--- config.mk ---
export PLATFORM = sky130hd
export DESIGN_NAME = addsub_byte_serial
export DESIGN_NICKNAME = d
export VERILOG_FILES = /design/src/rtl/addsub_byte_serial.sv
export SDC_FILE = /design/constraint.sdc
export NUM_CORES = 1
export LEC_CHECK = 0
export CORE_UTILIZATION = 45
export CTS_CLUSTER_SIZE = 16
export DETAILED_ROUTE_END_ITERATION = 10
export PLACE_DENSITY = 0.78
export SLEW_MARGIN = 40
export SYNTH_ARGS = -nofsm -noshare
export SYNTH_HDL_FRONTEND = slang
export SYNTH_SLANG_ARGS = --single-unit
--- constraint.sdc ---
create_clock -name clk -period 7.9 [get_ports clk]
set_clock_uncertainty 0.05 [all_clocks]
set_input_delay 0.79 -clock clk [delete_from_list [all_inputs] [get_ports clk]]
set_output_delay 0.79 -clock clk [all_outputs]
set_load 0.05 [all_outputs]
--- src/rtl/addsub_byte_serial.sv ---
// Byte-serial W-bit add/subtract engine: one 8-bit adder is reused NBYTES times,
// LSB first, with the carry chained across cycles. Valid/ready on both sides.
module addsub_byte_serial #(
    parameter int NBYTES = 4
) (
    input  logic                  clk,
    input  logic                  rst_n,
    input  logic                  in_valid,
    output logic                  in_ready,
    input  logic [8*NBYTES-1:0]   a,
    input  logic [8*NBYTES-1:0]   b,
    input  logic                  sub,
    output logic                  out_valid,
    input  logic                  out_ready,
    output logic [8*NBYTES-1:0]   s,
    output logic                  co,
    output logic                  ofl,
    output logic                  z
);

    localparam int W    = 8 * NBYTES;
    localparam int IDXW = (NBYTES > 1) ? $clog2(NBYTES) : 1;
    localparam logic [IDXW-1:0] LAST_IDX = IDXW'(NBYTES - 1);

    typedef enum logic [1:0] {
        IDLE = 2'd0,
        RUN  = 2'd1,
        DONE = 2'd2
    } state_t;

    state_t          state, state_next;
    logic [W-1:0]    a_q, b_q;
    logic            sub_q;
    logic            carry;
    logic [IDXW-1:0] idx;

    logic            accept;
    logic            last;
    logic [7:0]      a_byte, bx_byte;
    logic [8:0]      sum;
    logic [W-1:0]    s_next;

    // State register
    always_ff @(posedge clk) begin
        if (!rst_n) state <= IDLE;
        else        state <= state_next;
    end

    // Next state and handshake outputs; both outputs depend only on state (and rst_n)
    always_comb begin
        // NOTE: every output gets a default first so no path through the case leaves a latch.
        state_next = state;
        in_ready   = 1'b0;
        out_valid  = 1'b0;
        case (state)
            IDLE: begin
                in_ready = rst_n;
                if (in_valid && rst_n) state_next = RUN;
            end
            RUN: begin
                if (last) state_next = DONE;
            end
            DONE: begin
                out_valid = 1'b1;
                if (out_ready) state_next = IDLE;
            end
            default: state_next = IDLE;
        endcase
    end

    assign accept = in_valid && in_ready;
    assign last   = (idx == LAST_IDX);

    // Byte-wide datapath: {c, r} = a[i] + (b[i] ^ {8{sub}}) + carry
    always_comb begin
        a_byte  = a_q[8*idx +: 8];
        bx_byte = b_q[8*idx +: 8] ^ {8{sub_q}};
        sum     = {1'b0, a_byte} + {1'b0, bx_byte} + {8'd0, carry};
        s_next  = s;
        s_next[8*idx +: 8] = sum[7:0];
    end

    // NOTE: operand holding registers carry no reset; they are only read after an acceptance loads them.
    always_ff @(posedge clk) begin
        if (accept) begin
            a_q   <= a;
            b_q   <= b;
            sub_q <= sub;
        end
    end

    // NOTE: all sequential state uses non-blocking assignments so every register samples pre-edge values.
    always_ff @(posedge clk) begin
        if (!rst_n) begin
            idx   <= '0;
            carry <= 1'b0;
            s     <= '0;
            co    <= 1'b0;
            ofl   <= 1'b0;
            z     <= 1'b0;
        end else begin
            case (state)
                IDLE: begin
                    if (accept) begin
                        carry <= sub;
                        idx   <= '0;
                        s     <= '0;
                    end
                end
                RUN: begin
                    s     <= s_next;
                    carry <= sum[8];
                    if (last) begin
                        co  <= sum[8];
                        ofl <= (a_byte[7] & bx_byte[7] & ~sum[7]) |
                               (~a_byte[7] & ~bx_byte[7] & sum[7]);
                        z   <= (s_next == '0);
                    end else begin
                        idx <= idx + IDXW'(1);
                    end
                end
                default: ;
            endcase
        end
    end

endmodule

After elaboration in Yosys (flattened, before gate mapping)
Cells that the tools add are included.
Widths: inputs -> output; s select.
{ "word_totals": {"ff_bits": 105, "input_bits": 69, "out_inout_bits": 37} }
{ "op_classes": {"n_addsub": 4, "eq_ne": 8, "shift": 4, "mux": 14, "bitwise": 9, "n_reduce_logical": 9} }
{ "op_table": {"columns": ["operator", "n"], "rows": [
  ["$pmux 32 s2", 1],
  ["$shiftx 32x6->8", 2],
  ["$neg 5->34", 1],
  ["$shift 8x34->32 const A", 1],
  ["$shiftx 8x34->32", 1],
  ["$bwmux 32", 1],
  ["$logic_not 32->1", 1],
  ["$mux 32", 1],
  ["$mux 2", 5],
  ["$ne 2x2->1 const B", 5],
  ["$add 8x8->9", 1],
  ["$add 9x1->9", 1],
  ["$xor 8x8->8", 1],
  ["$pmux 2 s3", 1],
  ["$reduce_and 3->1", 2],
  ["$and 1x1->1", 4],
  ["$eq 2x2->1 const B", 2],
  ["$pmux 2 s2", 1],
  ["$reduce_and 2->1", 2],
  ["$mux 1", 3],
  ["$not 1->1", 3],
  ["$add 2x1->2 const B", 1],
  ["$eq 2x1->1 const B", 1],
  ["$logic_and 1x1->1", 2],
  ["other kinds (4)", 4]
]} }

Logic depth before layout (Yosys ltp)
Gate-level depths: netlist (run 1).
{ "logic_depth": {"depth_word": 7, "depth_mapped": 13, "mapped_depth_nobuf": 11} }

Least setup slack after synthesis (run 1)
Ideal clock, no wire load.
{ "synth_timing": {"path_kind": "input to register", "startpoint": "input in_valid", "endpoint": "register idx[1]", "setup_time_ns": 0.123, "t_arrival_ns": 5.943, "slack_ns": 1.783, "stages": 5, "n_path_buf": 0, "cell_sequence": "nand2_1 nor3_1 nor2_1 a22oi_1 nor2b_1"} }
{ "synth_between": {"elab_chain_len": 3} }
{ "synth_rtl": {"columns": ["element", "line_no", "rtl"], "rows": [
  ["start, declared", "8", "input logic in_valid,"],
  ["$logic_and 1x1->1", "71", "assign accept = in_valid && in_ready;"],
  ["named net accept", "37", "logic accept;"],
  ["$ne 2x2->1 (no source line)", null, null],
  ["$reduce_and 3->1 (no source line)", null, null],
  ["end signal, assigned", "119", "idx <= idx + IDXW'(1);"],
  ["end, declared", "35", "logic [IDXW-1:0] idx;"]
]} }
The timed path passes the listed nets, and every way through them passes these cells.
A chain may end at the register's enable or synchronous reset.

Worst setup path after layout (run 1)
{ "layout_timing": {"startpoint": "register idx[0]", "endpoint": "register z"} }
{ "layout_between": {"elab_chain_len": 7, "elab_cells_between_ends": 12, "classes_between": "add/sub (3); eq/ne (1); shift (4); mux (1); bitwise (1); reduce/logical (2)"} }
{ "layout_rtl": {"columns": ["element", "line_no", "rtl"], "rows": [
  ["$shiftx 32x6->8", "77", "bx_byte = b_q[8*idx +: 8] ^ {8{sub_q}};"],
  ["$xor 8x8->8", "77", null],
  ["$add 8x8->9", "78", "sum = {1'b0, a_byte} + {1'b0, bx_byte} + {8'd0, carry};"],
  ["$add 9x1->9", "78", null],
  ["$shiftx 8x34->32", "80", "s_next[8*idx +: 8] = sum[7:0];"],
  ["$bwmux 32", "80", null],
  ["$logic_not 32->1", "117", "z <= (s_next == '0);"],
  ["end signal, assigned", "117", null],
  ["end, declared", "18", "output logic z"]
]} }
Several ways; a longest one is shown, not always the timed one.

==> results.md, run 1 <==
* Num rows at 36
* Worst setup path class: reg2reg
* Sequential power share at 52.2%
* Total number of vias at 3,285
* Area post-placement at 5846 sq um
* Drt wl/cell at 17.13 microns
* Worst hold margin at 448.1 ps
* Fin util at 61.00%
* Worst Hold Class: reg2reg
* Synth top area share at 41.89%
* Nets@finish at 550
* Synth Flop Type: edfxtp_1
* Worst Tran Pin Value at 653.8 ps
* Hpwl dp at 7.573 mm
* Peak supply drop at 0.08349 mV
* IO Count at 106
* Later-pin clock latency in the skew report at 380 ps
* Final setup viols at 0
* Cell taking the most area after synthesis: edfxtp_1
* CP Max Fanout at 18
* Clock sinks at 105
* GRT overflow at 0
* Starting DRT DRC Count at 185
* Startpoint class of the critical path: register
* Flip-flop and latch count after synthesis at 105
* Synth Area per Inst at 12.84 sq um
* Drt first pass iters at 5
* Die span in x at 103.8 microns
* Status: completed
* RSZ-0062 raised after global routing: no
* Switch Pwr at 0.3452 mW
* Fill cells at 795
* Synth-to-layout area growth at 29.73%
* Most frequent cell after synthesis: edfxtp_1
* Rel. slew slack at 56.26%
* Post-synth EDFFs at 65
* Clk slew on worst S/H paths at 110 ps
* Cell repeated most along the worst path: fa_1
* Area contributors post-synth: edfxtp_1 42%, dfxtp_1 17%, mux4_2 7.7%
* Syn Std Cell Area at 4659 sq um
* Comb pwr share at 20.1%
* Vias per cell at 5.448
* Gr usage total at 20.09%
* DRC at 0
* Critical Path AT at 4390 ps
* Synth cell count leaders: 65 x edfxtp_1, 40 x dfxtp_1, 28 x nor2b_1, 23 x a22oi_1, 23 x nor2_1
* Share of cells above drive strength 1 at 8.936%
* Final Hold Fails at 0
* Core Region at 9910 sq um
* Crit-path cells: buf_4 -> mux4_2 -> xnor2_1 -> fa_1 -> inv_1 -> fa_1 -> o31a_1 -> or4_4 -> nor4_2 -> nand4_1 -> o22ai_1
* Fin. max-slew vios at 0
* Critical Path Sink Type: register
* Setup bufs post-CTS at 0
* Worst-case clock buffer depth at 2
* Vias in the first global route at 3,379
* Port Buffers at 105
* Lkg Pwr at 2.062 nW
* Netlist cell types at 44
* N_diodes at 0
* CTS tree: yes
* Slowest CP cell: dfxtp_1
* Cells after Synth at 363
* Sw frac at 29.41%
* Tcrit/Tclk final at 52.39%
* Max incr delay on CP at 680 ps
* Clk pwr share at 27.7%
* Die H at 103.8 microns
* Synth async-reset ratio at 0%
* Routability cong. at 0.8575
* Antenna violations before repair at 0
* Pwr/cell area at 194.2 nW/um^2
* Global-route wire length before repair at 16.87 mm
* Global routing usage on met1 at 24.45%
* Hold path cells at 2
* GR Layer Usage met2 at 34.61%
* Internal power at 0.8286 mW
* Initial core utilization at 47.02%
* Fin crit period at 4138 ps
* Fin area at 6045 sq um
* Total power at 1.174 mW
* Final ANT Viol Nets at 0
* GR peak layer: met2
* TNS Setup at 0 ps
* Register area share after synthesis at 59.08%
* Root Driver: clkbuf_8
* PostCTS Resize Cnt at 0
* Die ar. at 10,770 sq um
* Yosys Warn Count at 0
* Worst r2r path cells at 11
* Total CTS buffers at 9
* H-Tree Depth at 3
* CP required at 8150 ps
* Met3 usage at 5.349%
* F_max at 241.6 MHz
* CTS Hold Bufs at 0
* Synthesized net count at 448
* Max-cap violations at 0
* Largest net degree at the start of global routing at 67
* Final WL at 10.33 mm
-- sequential cells by signal, indices dropped and copies added, names as in the netlist --
signal / count
sub_q: 1
a_q: 32
ofl: 1
z: 1
state: 2
b_q: 32
s: 32
co: 1
idx: 2
carry: 1
-- worst max-delay path: cells and delay by family, from the launching register on --
| family | cells | cell delay (ps) |
|---|---|---|
| flip-flops | 1 | 680 |
| buffers and inverters | 2 | 460 |
| multiplexers | 1 | 550 |
| adder cells (fa/ha/maj) | 2 | 900 |
| XOR/XNOR | 1 | 160 |
| AND/OR/NAND/NOR | 3 | 740 |
| AO/OA/AOI/OAI | 2 | 520 |
-- per-layer routing --
layer | vias to the layer above | part of all wire, %
met2 | 136 | 50
met4 | 0 | 2.0
met5 | - | 0
met3 | 17 | 6.6
li1 | 1557 | -
met1 | 1575 | 42
-- cell usage in the layout, fill, tap and decap left out, types with 3 or more instances in the layout --
cell	netlist	routed
o22ai_1	3	3
nand2_1	18	18
edfxtp_1	65	65
a21boi_0	3	3
o21a_1	4	4
a21o_1	5	5
nand2b_1	6	6
xnor2_1	4	4
nor2_1	23	23
xor2_1	11	11
clkdlybuf4s50_1	0	105
and2_1	5	5
mux4_2	16	16
nand3_1	5	5
a21oi_1	11	11
o21ai_0	12	12
nor2b_1	28	28
a31oi_1	3	3
dfxtp_1	40	40
nor4_1	7	7
nor3_1	4	3
ha_1	14	14
a22oi_1	23	23
inv_1	11	11
buf_4	0	3
clkbuf_8	0	9
-- cell type report --
cell class | instances | area [sq um] | share of cell area, %
Sequential cell | 105 | 2753 | 45.54
Clock buffer | 9 | 123.9 | 2.049
Clock inverter | 7 | 71.32 | 1.180
Multi-Input combinational cell | 229 | 1804 | 29.85
Timing Repair Buffer | 109 | 1085 | 17.95
Inverter | 11 | 41.29 | 0.6831
Tap cell | 133 | 166.4 | 2.753
-- power groups by stage --
stage | combinational [mW] | clock (mW) | sequential, mW
after global placement | 0.230 | 0 | 0.625
after global routing | 0.255 | 0.354 | 0.615
final | 0.236 | 0.325 | 0.613
after CTS | 0.236 | 0.332 | 0.613
after floorplan | 0.135 | 0 | 0.635
after detailed placement | 0.234 | 0 | 0.626
-- logic make-up after synthesis --
family | Yosys count | share of synthesized area (%)
and+or+nand+nor | 107 | 12.43
DFF | 105 | 59.08
AOI/OAI and AO/OA | 74 | 10.69
buffers and inverters | 29 | 2.417
muxes | 17 | 7.949
adders and majority gates | 16 | 4.619
xor gates and xnor gates | 15 | 2.819
-- metrics by stage --
stage | instances | worst slack [ps]
finish | 603 | 3762
global route | 603 | 3531
CTS | 603 | 3731
detailed placement | 587 | 3752
global placement | 587 | 3820
floorplan | 363 | 1783
-- final timing paths --
kind	from	end	slack, ps
max reg2reg	idx[0]	z	3760
min	s[21]	s[21]	450
min reg2reg	s[21]	s[21]	450
max	idx[0]	z	3760
Power figures use the tool's default switching activity.
==> inputs of run 2 (changes only) <==
- PLACE_DENSITY: 0.78 -> 0.81
- clock period: 7.9 -> 3.65 ns (I/O delays scaled with it)
==> results.md, run 2 (synthesis gave the netlist of run 1 again) <==
* PostCTS Resize Cnt at 0 (unchanged)
* Worst-case clock buffer depth at 2 (unchanged)
* Peak supply drop at 0.2689 mV (+220%)
* Commonest non-fill, non-tap cell in the layout: clkdlybuf4s50_1
* Vias per cell at 5.455 (+0.13%)
* CP Max Fanout at 6 (-12)
* Clk slew on worst S/H paths at 100 ps (about the same)
* N_diodes at 0 (unchanged)
* Switch Pwr at 0.7302 mW (+110%)
* Die H at 103.8 microns (unchanged)
* CTS tree: yes
* Worst r2r path cells at 12 (+1)
* Core Region at 9910 sq um (unchanged)
* RSZ-0062 raised after global routing: no
* Final Hold Fails at 0 (unchanged)
* Hold path cells at 2 (unchanged)
* Drt first pass iters at 6 (+1)
* Status: completed
* Pwr/cell area at 416.7 nW/um^2 (+110%)
* Starting DRT DRC Count at 209 (+13%)
* Tcrit/Tclk final at 92.70% (+40 points)
* Gr usage total at 20.22% (+0.13 points)
* Fin crit period at 3384 ps (-754.7 ps)
* Rel. slew slack at 56.80% (+0.54 points)
* Total CTS buffers at 9 (unchanged)
* Lkg Pwr at 2.087 nW (+1.2%)
* Critical Path AT at 3650 ps (-740 ps)
* Total number of vias at 3,322 (+1.1%)
* CP required at 3920 ps (-4230 ps)
* Max-cap violations at 0 (unchanged)
* Setup bufs post-CTS at 0 (unchanged)
* Final cell count without fillers at 609 (+1.0%)
* Synth-to-layout area growth at 30.48%
* Startpoint class of the critical path: register
* Fill cells at 787 (-1.0%)
* Worst Hold Class: reg2reg
* Hold_sp: s[23]
* Drt wl/cell at 16.74 microns (-2.3%)
* Num rows at 36 (unchanged)
* Routability cong. at 0.8872 (+3.5%)
* Antenna violations before repair at 0 (unchanged)
* Worst Tran Pin Value at 642.5 ps (-11.34 ps)
* H-Tree Depth at 3 (unchanged)
* Largest net degree at the start of global routing at 67 (unchanged)
* Critical R2R Capture: s[30]
* Port Buffers at 105 (unchanged)
* Most frequent cells in the layout: 105 x clkdlybuf4s50_1, 65 x edfxtp_1, 40 x dfxtp_1
* Vias in the first global route at 3,360 (-0.56%)
* Die span in x at 103.8 microns (unchanged)
* CP top delay family: compound AO/OA/AOI/OAI gates
* GRT overflow at 0 (unchanged)
* F_max at 295.5 MHz (+22%)
* Worst hold margin at 446.7 ps (-1.401 ps)
* IO Count at 106 (unchanged)
* Share of cells above drive strength 1 at 9.664% (+0.73 points)
* DRC at 0 (unchanged)
* Max incr delay on CP at 520 ps (-160 ps)
* Crit-path cells: buf_4 -> mux4_2 -> inv_1 -> fa_1 -> inv_1 -> fa_1 -> a211oi_1 -> o21bai_1 -> a21oi_1 -> xnor2_1 -> a22oi_1 -> nor2b_1
* Reg-to-reg slack, setup at 270 ps (-3500 ps)
* Worst Path Buf+Inv at 3 (+1)
* Clock sinks at 105 (unchanged)
* CTS Hold Bufs at 0 (unchanged)
* Final WL at 10.19 mm (-1.3%)
* Initial core utilization at 47.02% (unchanged)
* Later-pin clock latency in the skew report at 370 ps (about the same)
* Min-Delay Endpoint: s[23]
* Final ANT Viol Nets at 0 (unchanged)
* TNS Setup at 0 ps (unchanged)
* Clk pwr share at 26.1% (-1.6 points)
* Critical Path Sink Type: register
* Final setup viols at 0 (unchanged)
* Worst setup path class: reg2reg
* Critical path origin: idx[0]
* Pre-CTS WS at 354.4 ps (-3398 ps)
* Die ar. at 10,770 sq um (unchanged)
* Placed cell count at 593 (+1.0%)
* Global-route wire length before repair at 16.93 mm (+0.37%)
* Comb pwr share at 21.8% (+1.7 points)
* Hpwl dp at 7.569 mm (about the same)
* Root Driver: clkbuf_8
* Sequential power share at 52.2% (about the same)
* Biggest regs: a_q x32, b_q x32, s x32
* Worst reg2reg startpoint: idx[0]
* Nets@finish at 556 (+1.1%)
* Setup ws final at 266.3 ps (-3495 ps)
* Fin. max-slew vios at 0 (unchanged)
* Sw frac at 28.82% (-0.58 points)
* Slowest CP cell: mux4_2
* Internal power at 1.803 mW (+120%)
[run 2: worst max path at each step]
stage | slack, ps | cells after the start | endpoint
after floorplan | 70 | 13 | z
after global placement | 420 | 10 | z
after detailed placement | 350 | 10 | z
after CTS | 290 | 12 | s[6]
after global routing | 60 | 12 | s[6]
final | 270 | 12 | s[30]
[run 2: per-stage QoR]
stage	total power [mW]	cell area [sq um]	util, %
global placement	1.881	5904	59.58
detailed placement	1.893	5904	59.58
CTS	2.546	6080	61.35
floorplan	1.665	4673	-
finish	2.533	6080	61.35
global route	2.641	6080	61.35
[run 2: per-layer routing]
metal / global-route usage (%) / wire (microns)
met4: 6.735 / 116
met3: 6.167 / 854
met1: 23.63 / 3962
met5: 0 / 0
met2: 35.38 / 5259
[run 2: power groups by stage]
stage | registers [mW] | logic (mW) | clock network (mW)
floorplan | 1.37 | 0.295 | 0
CTS | 1.32 | 0.549 | 0.675
global placement | 1.35 | 0.533 | 0
global route | 1.33 | 0.595 | 0.720
finish | 1.32 | 0.551 | 0.660
detailed placement | 1.35 | 0.544 | 0
[run 2: layout make-up]
class	instances	area, sq um	area share, %
clock buffer	9	123.9	2.037
clock inverter	7	51.30	0.8438
inverter	11	41.29	0.6792
multi-input combinational	229	1805	29.70
sequential	105	2753	45.28
tap	133	166.4	2.737
timing repair buffer	115	1139	18.73
[run 2: worst register-to-register path, delay by kind of cell, from the launching register on]
kind / cells / cell delay (ps)
AO/OA/AOI/OAI: 4 / 1010
XOR/XNOR: 1 / 290
adder cells (fa/ha/maj): 2 / 600
buffers and inverters: 3 / 360
flip-flops: 1 / 390
multiplexers: 1 / 520
AND/OR/NAND/NOR: 1 / 120
